File: src/rtl/fsk_zc_demod.sv
// rtl/fsk_zc_demod.sv - zero-crossing FSK demodulator with hysteresis, window resync and erasure flag
module fsk_zc_demod #(
    parameter int DW          = 11,
    parameter int MID         = 1024,
    parameter int HYST        = 16,
    parameter int SYM_LEN     = 256,
    parameter int CNTW        = 8,
    parameter int THRESH      = 12,
    parameter int DEAD        = 2,
    parameter int ONE_IS_HIGH = 1
) (
    input  logic            clk,
    input  logic            rst_n,
    input  logic            enable,
    input  logic [DW-1:0]   din,
    input  logic            sym_sync,
    output logic            dout,
    output logic            dout_valid,
    output logic            erasure,
    output logic [CNTW-1:0] sym_count
);

    localparam int PW = $clog2(SYM_LEN);
    localparam logic [DW-1:0]          HI_LVL  = DW'(MID + HYST);
    localparam logic [DW-1:0]          LO_LVL  = DW'(MID - HYST);
    localparam logic [PW-1:0]          LAST_PH = PW'(SYM_LEN - 1);
    localparam logic [CNTW-1:0]        CNT_MAX = '1;
    localparam logic [CNTW-1:0]        THR     = CNTW'(THRESH);
    localparam logic signed [CNTW:0]   DEAD_S  = (CNTW+1)'(DEAD);

    logic                   side;
    logic                   crossing;
    logic [PW-1:0]          phase;
    logic [CNTW-1:0]        count;
    logic [CNTW-1:0]        count_sat;
    logic signed [CNTW:0]   diff;
    logic                   hi;
    logic                   near;

    // count_sat already includes the current sample, so the window's last crossing is decided on
    always_comb begin
        crossing = 1'b0;
        if (enable) begin
            crossing = side ? (din <= LO_LVL) : (din >= HI_LVL);
        end
        count_sat = (crossing && (count != CNT_MAX)) ? count + CNTW'(1) : count;
        diff      = $signed({1'b0, count_sat}) - $signed({1'b0, THR});
        hi        = count_sat > THR;
        near      = (diff <= DEAD_S) && (diff >= -DEAD_S);
    end

    always_ff @(posedge clk or negedge rst_n) begin
        if (!rst_n) begin
            side       <= 1'b0;
            phase      <= '0;
            count      <= '0;
            dout       <= 1'b0;
            dout_valid <= 1'b0;
            erasure    <= 1'b0;
            sym_count  <= '0;
        end else begin
            dout_valid <= 1'b0;
            if (crossing) begin
                side <= ~side;
            end
            // resync discards the partial window; an accompanying sample opens the new one
            if (sym_sync) begin
                phase <= enable ? PW'(1) : '0;
                count <= CNTW'(crossing);
            end else if (enable) begin
                if (phase == LAST_PH) begin
                    phase      <= '0;
                    count      <= '0;
                    sym_count  <= count_sat;
                    dout       <= (ONE_IS_HIGH != 0) ? hi : ~hi;
                    erasure    <= near;
                    dout_valid <= 1'b1;
                end else begin
                    phase <= phase + PW'(1);
                    count <= count_sat;
                end
            end
        end
    end

endmodule

File: config.mk
export PLATFORM = sky130hd
export DESIGN_NAME = fsk_zc_demod
export DESIGN_NICKNAME = d
export VERILOG_FILES = /design/src/rtl/fsk_zc_demod.sv
export SDC_FILE = /design/constraint.sdc
export NUM_CORES = 1
export LEC_CHECK = 0
export CORE_MARGIN = 1
export CORE_UTILIZATION = 30
export CTS_BUF_LIST = sky130_fd_sc_hd__clkbuf_16
export DETAILED_ROUTE_END_ITERATION = 16
export SLEW_MARGIN = 0
export SYNTH_ARGS = -nofsm -noshare
export SYNTH_HDL_FRONTEND = slang
export SYNTH_SLANG_ARGS = --single-unit
File: constraint.sdc
create_clock -name clk -period 3.3 [get_ports clk]
set_clock_uncertainty 0.05 [all_clocks]
set_input_delay 0.66 -clock clk [delete_from_list [all_inputs] [get_ports clk]]
set_output_delay 0.66 -clock clk [all_outputs]
set_load 0.01 [all_outputs]
# Word level (Yosys, flattened, before mapping)
# Index checks and enable logic that the tools add are counted.
# totals
out_inout_bits	11
elab_cells	36
in_bits	15
register_bits	28
# classes
n_reduce_logical	4
bitwise	2
magnitude_cmp	5
n_eq_ne	2
n_addsub	3
mux	13
# ops
operator	n
2-to-1 mux 8 bit	7
adder 8 x 1 -> 8 bit (second input constant)	2
greater-or-equal comparator 11 bit (second input constant)	1
less-or-equal comparator 11 x 10 -> 1 bit (second input constant)	1
greater-or-equal comparator 9 x 2 -> 1 bit (second input constant)	1
less-or-equal comparator 9 x 3 -> 1 bit (second input constant)	1
subtractor 8 x 4 -> 9 bit (second input constant)	1
equality test 8 bit (second input constant)	1
greater-than comparator 8 x 4 -> 1 bit (second input constant)	1
inequality test 8 bit (second input constant)	1
2-to-1 mux 1 bit	6
AND reduction 3 bit	1
logical AND 1 bit	2
inverter 1 bit	2
nonzero test 2 bit	1

# Longest topological paths before layout
# depth
depth_word	8
mapped_depth	14
ltp_nobuf	13

# Least setup slack after synthesis
# Ideal clock, no wire load.
# synth_timing
kind	input-to-reg
start	input din[6]
end	register erasure
cell_stages	13
arrival_time_ps	3264
t_required_ps	3146
n_path_buf	1
setup_slack_ps	-117
setup_ps	104
path_cell_list	or4_4 > o41ai_2 > nor3_2 > buf_6 > nand2_1 > xnor2_1 > ha_1 > inv_1 > o22ai_1 > a221o_1 > nor3_2 > a22oi_1 > o41ai_2
# synth_via
elab_chain_len	8
elab_cells_between_ends	10
classes_between	1 x add/sub; 4 x order compare; 3 x mux; 2 x reduce/logical
# synth_lines
element	line	text
start, declared	15	input logic [DW-1:0] din,
greater-or-equal comparator 11 bit / less-or-equal comparator 11 x 10 -> 1 bit (equally long branches)	44	crossing = side ? (din <= LO_LVL) : (din >= HI_LVL);
2-to-1 mux 1 bit (*)	44	
2-to-1 mux 1 bit (*)	43	if (enable) begin
logical AND 1 bit (*)	46	count_sat = (crossing && (count != CNT_MAX)) ? count + CNTW'(1) : count;
2-to-1 mux 8 bit (*)	46	
net count_sat[3]	35	logic [CNTW-1:0] count_sat;
subtractor 8 x 4 -> 9 bit (*)	47	diff = $signed({1'b0, count_sat}) - $signed({1'b0, THR});
less-or-equal comparator 9 x 3 -> 1 bit / greater-or-equal comparator 9 x 2 -> 1 bit (equally long branches)	49	near = (diff <= DEAD_S) && (diff >= -DEAD_S);
logical AND 1 bit (*)	49	
end signal, assigned	76	erasure <= near;
end, declared	19	output logic erasure,
# The timed path passes the listed nets; every way through them passes the cells marked *.
# A chain may end at the register's enable or synchronous reset.

# Worst setup path after layout
# layout_timing
start	input din[10]
end	register erasure
# Same word-level chain as after synthesis.

==> flow_metrics.py <==
metrics = {
    "timing": {
        "timing.hold.ws_ps": 458.2,
        "final_max_slew_viol_count": 0,
        "tightestPinTransition_ps": 553.2,
        "max_freq_mhz": 316.3,
        "period_share_pct": 95.82,
        "setup-violations-final": 0,
        "final_setup_margin_ps": 138.0,
        "max-slew-margin-rel_pct": 62.98,
        "post-route-min-period_ps": 3162,
        "hold_viol_final": 0,
        "setup-tns-final_ps": 0,
        "grt_setup_unrepaired": "false",
    },
    "global_route": {
        "first_pass_grt_wire_length_um": 6975,
        "number_of_antenna_violations_at_the_first_check_in_global_routing": 0,
        "largest_net_degree_at_the_start_of_global_routing": 29,
        "grt.overflow.total": 0,
        "first_global_vias": 1506,
        "global_route.usage.total_pct": 14.61,
    },
    "cells_and_area": {
        "final_common_cell": "sky130_fd_sc_hd__dfrtp_1",
        "final_layout_size_suffix_gt1_share_pct": 25.00,
        "design.final.nets": 248,
        "finalCoreUtilization_pct": 42.82,
        "insertedDiodeCount": 0,
        "multi_input_comb_area_um2": 1008,
        "flow.area_growth_from_synthesis_pct": 37.72,
        "final.fill_count": 538,
        "register_area_um2": 700.7,
        "layout.cells.most_common_list": "sky130_fd_sc_hd__dfrtp_1, sky130_fd_sc_hd__buf_4, sky130_fd_sc_hd__nor2_1",
    },
    "cts": {
        "worst_skew_pair.late_latency_ps": 260,
        "tritoncts_clock_tree": "yes",
        "cts_num_sinks": 28,
        "cts_buffers": 3,
        "clk_pin_slew_ps": 70,
        "cts-root-to-sink-buffers": 2,
        "clk_root_buffer_cell": "sky130_fd_sc_hd__clkbuf_16",
        "clock_tree.htree_level_count": 1,
    },
    "floorplanning": {
        "fp.dieH_um": 77.32,
        "dieArea_um2": 5978,
        "starting_density_pct": 31.09,
        "cell_rows": 27,
        "boundaryPins": 26,
        "core_area_um2": 5473,
        "dieWidth_um": 77.32,
    },
    "synth": {
        "ys_ff_latch": 28,
        "postSynth.asyncResetShare_pct": 100.0,
        "ys.warnings.count": 0,
        "yosysSeqAreaShare_pct": 41.18,
        "synthCells": 182,
        "postSynthNetCount": 201,
        "ys_types": 46,
        "synth_top_flop_cell": "sky130_fd_sc_hd__dfrtp_1",
        "synth-edff-count": 0,
        "synth_area_um2": 1702,
        "syn_area_per_cell_um2": 9.350,
    },
    "pwr": {
        "p_int_uw": 622.4,
        "p_clk_share_pct": 32.0,
        "power.switching_uw": 248.1,
        "p_sw_share_pct": 28.50,
        "leakage_uw": 0.001025,
        "power.share.sequential_pct": 43.3,
        "pwr-share-comb_pct": 24.7,
        "p_per_area_nw_per_um2": 371.4,
        "vdd_drop_max_mv": 0.2080,
    },
    "drt": {
        "via_count": 1511,
        "drt-vias-per-instance": 5.037,
        "routedWlPerCell_um": 13.23,
        "routed_wirelength_um": 3968,
        "firstDrtPassIters": 4,
        "ant_nets": 0,
        "drcViolationCount": 0,
        "first_iter_violations": 61,
    },
    "placement": {
        "place.port_buffers": 25,
        "dp.final_hpwl_um": 2854,
        "dp_slack_ps": -529.1,
        "place_congestion": 0.7862,
    },
    "job": {
        "cap_violations": 0,
    },
    "critical_path": {
        "crit_fanout": 3,
        "critPathArrivalTime_ps": 3280,
        "required_ps": 3410,
        "critical_path.endpoint_type": "register",
        "crit_path_start_kind": "input port",
        "timing_worst_setup_path_type": "in -> reg",
    },
    "worst_hold_path": {
        "worst_min_delay_path_category": "reg -> reg",
    },
    "outcome": {
        "outcome": "finished, final reports clean",
    },
}
-- per-stage QoR --
step                      power, uW  cell area [um^2]  cells
final                         870.5              2344    300
after global routing          920.0              2344    300
after CTS                     875.7              2291    298
after detailed placement      591.5              2146    288
after global placement        589.3              2146    288
after floorplan               511.1              1713    182
-- synth_stat cells, types with 5 or more instances --
| cell type | n | share of area [%] |
|---|---|---|
| sky130_fd_sc_hd__dfrtp_1 | 28 | 41 |
| sky130_fd_sc_hd__nor2_1 | 23 | 5.1 |
| sky130_fd_sc_hd__o21ai_0 | 13 | 3.8 |
| sky130_fd_sc_hd__a21oi_1 | 8 | 2.4 |
| sky130_fd_sc_hd__nand2_1 | 8 | 1.8 |
| sky130_fd_sc_hd__clkbuf_1 | 7 | 1.5 |
| sky130_fd_sc_hd__inv_1 | 7 | 1.5 |
| sky130_fd_sc_hd__nand3_1 | 7 | 2.1 |
| sky130_fd_sc_hd__mux2i_1 | 5 | 2.9 |
| sky130_fd_sc_hd__nand4_1 | 5 | 1.8 |
| sky130_fd_sc_hd__xnor2_1 | 5 | 2.6 |
| sky130_fd_sc_hd__xor2_1 | 5 | 2.6 |
-- final timing paths --
check	from	end	slack (ps)	depth (start not counted)
min in group asynchronous	rst_n	count[2]	720	2
worst min-delay path	erasure	erasure	460	2
worst min register to register	erasure	erasure	460	2
worst max-delay path	din[10]	erasure	140	12
max in group asynchronous	rst_n	count[3]	2200	2
worst max register to register	count[1]	erasure	250	11
-- repair_timing --
item                                    CTS  global route
buffers inserted                          6             2
endpoints found under the setup margin    1             1
hold buffers                              0             0
gates resized for setup                  27             7
pin swaps                                15            11
-- layout make-up --
class                      count  area share [%]
multi-input combinational    137           43.03
sequential                    28           29.90
tap                           72           3.844
inverter                       7           1.121
clock buffer                   3           3.203
timing repair buffer          52           18.74
clock inverter                 1          0.1602
-- sequential cells by signal (all words and copies together), names as in the netlist --
signal / count
count: 8
dout: 1
dout_valid: 1
erasure: 1
phase: 8
side: 1
sym_count: 8
-- logic make-up after synthesis --
logic type	count (synthesis)	synth area share [%]
simple gates	69	21.32
compound gates	46	19.63
flops	28	41.18
buf+inv	17	4.853
xor+xnor	10	5.147
mux	8	4.926
fa+ha+maj	4	2.941
-- critical path, stage by stage --
cell	delay [ps]
sky130_fd_sc_hd__dlygate4sd2_1	270
sky130_fd_sc_hd__buf_4	150
sky130_fd_sc_hd__inv_2	60
sky130_fd_sc_hd__o41ai_4	100
sky130_fd_sc_hd__or4b_4	600
sky130_fd_sc_hd__xnor2_4	190
sky130_fd_sc_hd__ha_4	230
sky130_fd_sc_hd__buf_4	130
sky130_fd_sc_hd__a221o_1	340
sky130_fd_sc_hd__nor3_2	140
sky130_fd_sc_hd__a22oi_2	100
sky130_fd_sc_hd__o41ai_2	320
-- routing by layer --
layer  vias to the layer above  track usage (%)  wire length, um
met2                        11            24.60             1954
met3                         4            2.143               85
met4                         0            4.340               25
met1                       735            19.23             1902
li1                        761                -                -
met5                         -                0                0
-- power by group through the flow --
stage | Clock, uW | Sequential [uW] | Combinational [uW]
CTS | 288 | 377 | 211
floorplan | 0 | 387 | 124
detailed placement | 0 | 382 | 210
global placement | 0 | 381 | 208
global route | 302 | 380 | 239
finish | 279 | 377 | 215
Note: power is estimated with default switching activity, not from simulation.
